===== config.mk =====
export PLATFORM = sky130hd
export DESIGN_NAME = witf_scoreboard
export DESIGN_NICKNAME = d
export VERILOG_FILES = /design/src/rtl/witf_scoreboard.sv
export SDC_FILE = /design/constraint.sdc
export NUM_CORES = 1
export LEC_CHECK = 0
export BUFFER_PORTS_ARGS = -buffer_cell sky130_fd_sc_hd__buf_2
export CORE_MARGIN = 4
export CORE_UTILIZATION = 51
export CTS_CLUSTER_DIAMETER = 150
export DETAILED_ROUTE_END_ITERATION = 8
export GPL_TIMING_DRIVEN = 0
export PLACE_DENSITY = 0.87
export SLEW_MARGIN = 40
export SYNTH_ARGS = -nofsm -noshare
export SYNTH_HDL_FRONTEND = slang
export SYNTH_SLANG_ARGS = --single-unit

===== constraint.sdc =====
create_clock -name clk -period 2.2 [get_ports clk]
set_clock_uncertainty 0.1 [all_clocks]
set_input_delay 0.33 -clock clk [delete_from_list [all_inputs] [get_ports clk]]
set_output_delay 0.33 -clock clk [all_outputs]
set_load 0.01 [all_outputs]

===== src/rtl/witf_scoreboard.sv =====
// Write-in-flight table: in-order FIFO of destination registers for issued,
// not-yet-written-back instructions, with associative RAW match for decode.
module witf_scoreboard #(
    parameter int DEPTH = 4,
    parameter int AW    = 5,
    parameter int CW    = 3
) (
    input  logic          clk,
    input  logic          rst,
    input  logic [AW-1:0] rs1,
    input  logic [AW-1:0] rs2,
    input  logic          rs1_used,
    input  logic          rs2_used,
    input  logic          push_valid,
    input  logic [AW-1:0] push_rd,
    input  logic          pop_valid,
    input  logic [AW-1:0] pop_rd,
    output logic          isRAW,
    output logic          witf_full,
    output logic          witf_empty,
    output logic [CW-1:0] count,
    output logic          err
);
    localparam int PW = (DEPTH > 1) ? $clog2(DEPTH) : 1;

    logic [AW-1:0]    entries [DEPTH];
    logic [DEPTH-1:0] valid;
    logic [PW-1:0]    head;
    logic [PW-1:0]    tail;

    logic push_acc;
    logic pop_acc;
    logic hit1;
    logic hit2;

    assign witf_full  = (count == CW'(DEPTH));
    assign witf_empty = (count == '0);

    // A pop frees the head slot in the same edge, so a full table can still take a push.
    assign push_acc = push_valid && (!witf_full || pop_valid);
    assign pop_acc  = pop_valid && !witf_empty;

    always_comb begin
        hit1 = 1'b0;
        hit2 = 1'b0;
        for (int i = 0; i < DEPTH; i++) begin
            if (valid[i] && entries[i] == rs1) hit1 = 1'b1;
            if (valid[i] && entries[i] == rs2) hit2 = 1'b1;
        end
    end

    assign isRAW = (rs1_used && rs1 != '0 && hit1) || (rs2_used && rs2 != '0 && hit2);

    always_ff @(posedge clk) begin
        if (push_acc) entries[tail] <= push_rd;
    end

    always_ff @(posedge clk or posedge rst) begin
        if (rst) begin
            valid <= '0;
            head  <= '0;
            tail  <= '0;
            count <= '0;
            err   <= 1'b0;
        end else begin
            // Push is applied after pop so a full push+pop leaves the reused slot valid.
            if (pop_acc) begin
                valid[head] <= 1'b0;
                head        <= head + 1'b1;
            end
            if (push_acc) begin
                valid[tail] <= 1'b1;
                tail        <= tail + 1'b1;
            end
            if (push_acc && !pop_acc)      count <= count + 1'b1;
            else if (pop_acc && !push_acc) count <= count - 1'b1;

            if ((pop_valid && witf_empty) ||
                (push_valid && witf_full && !pop_valid) ||
                (pop_acc && pop_rd != entries[head]))
                err <= 1'b1;
        end
    end
endmodule

==> parameters.txt, run 1 <==
Parameter                              Value

Run status
  Outcome ... complete, but fails checks
  Violations in the final reports ... negative setup slack

STA
  Setup repair after global routing missed its margin ... yes
  Highest clock frequency the design can meet ... 438.7 MHz
  Least setup slack across all paths after layout ... -0.07932 ns
  Final period demand of the worst path ... 2.279 ns
  Final hold vios ... 0
  Max-slew violation count ... 0
  Relative slew margins ... 0.7089
  Tightest Pin Transition ... 0.4362 ns
  Setup violators final ... 1
  Ratio of final minimum period to clock period ... 1.036

Min path
  Cell depth of the worst hold path ... 1
  Class of the most critical hold timing path ... input port to flop

Clock network
  Maximum buffer depth of the clock tree ... 2
  Clock Tree Root ... clkbuf_8
  Worst-Skew Late Latency ... 0.27 ns
  TritonCTS clock tree ... built
  Clk sinks ... 32
  CTS Buf Count ... 5
  Post-CTS clock slew at the launch and capture registers of the worst setup and hold paths ... 0.06 ns
  H-tree lvl count ... 2

Place
  Post-DP HPWL ... 3288 um
  Pre-CTS WS ... -0.008791 ns
  Port bufs ... 22
  Final Wtd Congestion ... 0.9119

Global route
  Via count of the first global-routing pass ... 1461
  Global routing met1 resource utilization ... 0.2557
  Highest-utilization routing layer at the global route stage ... met2
  Met3 usage ... 0.04688
  Wire length of the first global-routing pass ... 7100 um
  Leftover overflow at the end of global routing ... 0
  Met2 track demand over resource in global routing ... 0.2713
  Aggregate global-route resource usage ... 0.1844
  Number of antenna violations at the first check in global routing ... 0
  Maximum number of pins on one net before global-route repair ... 13

Worst setup path
  Delay contributed by the slowest stage of the critical path ... 0.40 ns
  Crit-path cells ... buf_4 -> xor2_1 -> nor4_1 -> nand3_1 -> and4_1 -> o22ai_2 -> buf_2
  Category of the most critical setup path ... flop to output port
  CP endpoint kind ... output port
  Arrival time of the worst setup path ... 1.85 ns
  CP max stage cell ... edfxtp_1
  Number of cell instances on the worst register-to-register path ... 8
  Required time of the worst setup path ... 1.77 ns
  Kind of start point of the critical path ... flop
  Critical-path maximum fanout ... 2

Detailed routing
  Drt total wl ... 4295 um
  Number of detailed-routing iterations run before antenna repair ... 4
  Violation count after the first detailed-route iteration ... 120
  ANT nets after route ... 0
  Total DRC errors in the routed layout ... 0
  Vias per Instance ... 5.591
  Overall via count from detail_route ... 1437
  Routed wire per std cell ... 16.71 um

Run
  Max cap viols ... 0

Floorplanning
  Ports ... 33
  Height of the chip ... 70.54 um
  Horizontal extent of the die ... 70.54 um
  Placeable core area ... 3716 um2
  Total Die Area ... 4975 um2
  Number of rows in the core area ... 22
  Initial Utilization ... 0.5367

Yosys
  Most frequent cells after synthesis ... xor2_1 (38), edfxtp_1 (20), xnor2_1 (14)
  Fraction of the yosys area taken by sequential cells ... 0.4517
  Post-synthesis register bit count ... 32
  Number of unique standard cell types used by synthesis ... 30
  Syn nets ... 207
  Warnings from Yosys ... 0
  Post-synthesis cell count ... 171
  Fraction of registers with async set or reset after synthesis ... 0.3750
  Portion of synthesized cell area occupied by the leading cell type ... 0.3011
  Synth area leaders ... edfxtp_1 (30%), xor2_1 (17%), dfrtp_1 (15%), xnor2_1 (6.1%), ha_1 (5.6%)
  Number of flops mapped to enable cells by yosys ... 20
  Biggest area consumer among synthesized cells ... edfxtp_1
  Average cell area after synthesis ... 11.66 um2
  Main synth FF type ... edfxtp_1
  Netlist area before placement ... 1994 um2
  Most instantiated library cell after synthesis ... xor2_1

Finish
  Number of antenna diodes ... 0
  Fraction of layout instances using a drive strength above 1 ... 0.2249
  Nets ... 244
  Filler cell count ... 303
  Area Overhead vs Synth ... 17.94%

Power and ir drop
  Static Leak ... 0.9582 nW
  Power per cell area ... 1016 nW/um2
  Total power ... 2.391 mW
  Highest ir drop seen on vdd ... 0.5340 mV
-- cell usage in the layout, fill, tap and decap left out, types with 2 or more instances in the layout --
cell / Yosys / routed
mux4_1: 3 / 3
buf_4: 1 / 8
nor4_1: 8 / 5
dfrtp_1: 12 / 10
ha_1: 9 / 8
inv_1: 8 / 8
and4_1: 2 / 2
nor4_2: 0 / 3
edfxtp_1: 20 / 20
and2_1: 4 / 4
clkbuf_1: 10 / 12
dfrtp_2: 0 / 2
xnor2_1: 14 / 14
nand3_1: 10 / 10
o21ai_1: 3 / 3
xor2_1: 38 / 38
mux2i_1: 4 / 4
clkbuf_8: 0 / 5
buf_2: 0 / 22
a21oi_1: 2 / 2
or4_1: 2 / 2
nand2_1: 6 / 6
a21o_1: 4 / 4
-- kinds of logic (layout without fill, tap and decap cells) --
| group | after synthesis | count (layout) | share of synthesized area |
|---|---|---|---|
| muxes | 8 | 8 | 0.06525 |
| and+or+nand+nor | 37 | 37 | 0.1098 |
| adders and majority gates | 10 | 10 | 0.06650 |
| xor gates and xnor gates | 52 | 52 | 0.2284 |
| AOI/OAI and AO/OA | 13 | 13 | 0.04078 |
| buffers and inverters | 19 | 57 | 0.03765 |
| DFF | 32 | 32 | 0.4517 |
-- per-layer routing --
| metal | part of all wire | up-vias |
|---|---|---|
| li1 | - | 662 |
| met1 | 0.45 | 709 |
| met2 | 0.46 | 55 |
| met3 | 0.065 | 11 |
| met4 | 0.026 | 0 |
| met5 | 0 | - |
-- state kept, by name (all words and copies together) (netlist names) --
register,cells
count,3
entries,20
err,1
head,2
tail,2
valid,4
-- layout make-up --
| class | count | area [um2] | area share |
|---|---|---|---|
| buffer | 11 | 45.04 | 0.01915 |
| clock buffer | 7 | 76.32 | 0.03245 |
| clock inverter | 1 | 3.754 | 0.001596 |
| inverter | 8 | 30.03 | 0.01277 |
| multi-input combinational | 120 | 1061 | 0.4511 |
| sequential | 32 | 903.4 | 0.3840 |
| tap | 48 | 60.06 | 0.02553 |
| timing repair buffer | 30 | 172.7 | 0.07340 |
-- power breakdown --
group          internal (mW)  switching (mW)  total, mW
registers              0.838           0.216       1.05
logic                  0.461           0.468      0.930
clock network          0.219           0.187      0.407
total                   1.52           0.872       2.39
-- timing repair --
item                       4_1_cts  5_1_grt
setup endpoints to repair        2        3
pin swaps                       12        5
hold endpoints to repair        12        0
setup buffers                    4        3
gates cloned                     0        0
resized for setup                3        5
hold buffers                     1        0
-- critical path, delay by kind of cell, from the launching register on --
family                 cells  cell delay [ns]
AO/OA/AOI/OAI              1             0.15
AND/OR/NAND/NOR            3             0.60
buffers and inverters      2             0.31
flip-flops                 1             0.40
XOR/XNOR                   1             0.13
-- per-stage QoR --
stage                     utilization   TNS [ns]  instance area, um2  hold slack (ns)  std cells
final                          0.6330   -0.07932                2352           0.1722        257
after global routing           0.6330    -0.1603                2352           0.1660        257
after CTS                      0.6222   -0.08531                2312           0.1666        254
after detailed placement       0.5848  -0.008791                2173           0.2471        241
after global placement         0.5848          0                2173           0.2516        241
after floorplan                     -          0                2003          0.09470        171
-- worst paths after layout --
check	from	end	slack [ns]
max in group asynchronous	rst	count[0]	1.17
min	push_rd[2]	entries[3][2]	0.17
min reg2reg	err	err	0.37
min in group asynchronous	rst	tail[1]	0.50
max reg2reg	count[2]	count[2]	0.18
max	entries[2][2]	isRAW	-0.08
(Power assumes the default switching activity.)
==> run 2: changes to the inputs <==
Settings changed: TNS_END_PERCENT set to 10.
==> parameters.txt, run 2 (synthesis results as in run 1) <==
Parameter                              Value

Run
  Max cap viols ... 0

Floorplanning
  Ports ... 33
  Total Die Area ... 4975 um2
  Horizontal extent of the die ... 70.54 um
  Placeable core area ... 3716 um2
  Number of rows in the core area ... 22
  Initial Utilization ... 0.5367
  Height of the chip ... 70.54 um

Worst setup path
  Required time of the worst setup path ... 1.77 ns
  CP max stage cell ... edfxtp_1
  Category of the most critical setup path ... flop to output port
  Reg-to-reg critical path startpoint ... count[2]
  Critical-path maximum fanout ... 2
  Crit-path cells ... buf_4 -> xor2_1 -> nor4_1 -> nand3_1 -> and4_1 -> o22ai_2 -> buf_2
  Timing startpoint of the critical path ... entries[2][2]
  Top delay family on crit path ... simple AND/OR/NAND/NOR gates
  Arrival time of the worst setup path ... 1.85 ns
  CP endpoint kind ... output port
  Total buffers and inverters traversed by the critical path ... 2
  FF-to-FF setup slack ... 0.09 ns
  Endpoint of the worst register-to-register path ... count[2]
  Kind of start point of the critical path ... flop
  Critical path depth in cells ... 7
  Delay contributed by the slowest stage of the critical path ... 0.40 ns
  Number of cell instances on the worst register-to-register path ... 8
  Capturing element of the worst setup path ... isRAW

Clock network
  CTS Buf Count ... 5
  TritonCTS clock tree ... built
  Post-CTS clock slew at the launch and capture registers of the worst setup and hold paths ... 0.06 ns
  Clk sinks ... 32
  Maximum buffer depth of the clock tree ... 2
  H-tree lvl count ... 2
  Clock Tree Root ... clkbuf_8
  Worst-Skew Late Latency ... 0.27 ns

Detailed routing
  Vias per Instance ... 5.529
  Violation count after the first detailed-route iteration ... 104
  Overall via count from detail_route ... 1410
  Routed wire per std cell ... 16.66 um
  Total DRC errors in the routed layout ... 0
  Number of detailed-routing iterations run before antenna repair ... 4
  ANT nets after route ... 0
  Drt total wl ... 4249 um

STA
  Final hold vios ... 0
  Least setup slack across all paths after layout ... -0.07686 ns
  Final period demand of the worst path ... 2.277 ns
  Max-slew violation count ... 0
  Highest clock frequency the design can meet ... 439.2 MHz
  Setup violators final ... 1
  Tightest Pin Transition ... 0.4376 ns
  Post-Route Setup TNS ... -0.07686 ns
  Ratio of final minimum period to clock period ... 1.035
  Relative slew margins ... 0.7079
  Setup repair after global routing missed its margin ... yes
  Worst hold margin ... 0.1722 ns

Run status
  Violations in the final reports ... negative setup slack
  Outcome ... complete, but fails checks

Power and ir drop
  Cell internal pwr ... 1.513 mW
  Share of total power consumed by net switching ... 0.3668
  Share of total power in the clock network ... 0.170
  Relative contribution of combinational cells to total power ... 0.387
  Sequential share of power ... 0.443
  Power per cell area ... 1018 nW/um2
  Static Leak ... 0.9586 nW
  Highest ir drop seen on vdd ... 0.5332 mV
  Total power ... 2.389 mW
  Switching power ... 0.8764 mW

Global route
  Aggregate global-route resource usage ... 0.1832
  Maximum number of pins on one net before global-route repair ... 13
  Leftover overflow at the end of global routing ... 0
  Wire length of the first global-routing pass ... 7058 um
  Number of antenna violations at the first check in global routing ... 0
  Via count of the first global-routing pass ... 1451

Place
  Post-DP HPWL ... 3288 um
  Port bufs ... 22
  Post-placement cell count ... 241
  Final Wtd Congestion ... 0.9119

Finish
  Most common cell after layout, fill and taps aside ... xor2_1
  Cell Count, Final, Fillers Out ... 255
  Fraction of layout instances using a drive strength above 1 ... 0.2077
  Highest-count cells in the layout ignoring fill and taps ... xor2_1 (38), buf_2 (22), edfxtp_1 (20)
  Utilization of the core after routing ... 0.6317
  Register with the highest flop count ... entries
  Area Overhead vs Synth ... 17.69%
  Flip-flop count of the largest register, all copies and words added ... 20
  Number of antenna diodes ... 0
  Leading registers by flop count ... entries: 20 flops, valid: 4 flops, count: 3 flops
  Nets ... 242

Min path
  Worst min-delay path startpoint ... push_rd[2]
  Class of the most critical hold timing path ... input port to flop
[run 2: layout make-up]
class	count	area (um2)
repair buffers	28	157.7
inverters	8	30.03
well taps	48	60.06
clock inverters	1	3.754
multi-input cells	120	1072
fillers	299	1369
flip-flops and latches	32	902.1
plain buffers	11	45.04
clock buffers	7	76.32
[run 2: how the worst min path moves through the flow]
stage / slack (ns) / cells after the start / endpoint
after floorplan: 0.09 / 1 / count[0]
after global placement: 0.25 / 2 / tail[0]
after detailed placement: 0.25 / 2 / count[1]
after CTS: 0.17 / 1 / entries[2][2]
after global routing: 0.17 / 1 / entries[2][2]
final: 0.17 / 1 / entries[3][2]
[run 2: timing repair]
item	in CTS	in global routing
setup endpoints to repair	2	3
resized for setup	3	5
endpoints found under the hold margin	12	0
pin swaps	12	2
setup buffers	3	2
hold buffers	1	0
[run 2: power groups by stage]
stage                     combinational [mW]  clock, mW  sequential [mW]
after detailed placement               0.875          0             1.05
after global placement                 0.836          0             1.05
after global routing                    1.04      0.451             1.08
final                                  0.925      0.406             1.06
after CTS                              0.907      0.413             1.03
after floorplan                        0.657          0             1.00
[run 2: routing by layer]
layer | track usage | share of wire
met2 | 0.2672 | 0.46
met5 | 0 | 0
met4 | 0.08768 | 0.027
met1 | 0.2557 | 0.46
met3 | 0.04688 | 0.060
[run 2: stage by stage]
| stage | setup slack, ns | area (um2) |
|---|---|---|
| 2_1_floorplan | 0.05314 | 2003 |
| 3_3_place_gp | 0.01464 | 2173 |
| 3_5_place_dp | -0.008791 | 2173 |
| 4_1_cts | -0.08531 | 2305 |
| 5_1_grt | -0.1603 | 2347 |
| 6_report | -0.07686 | 2347 |
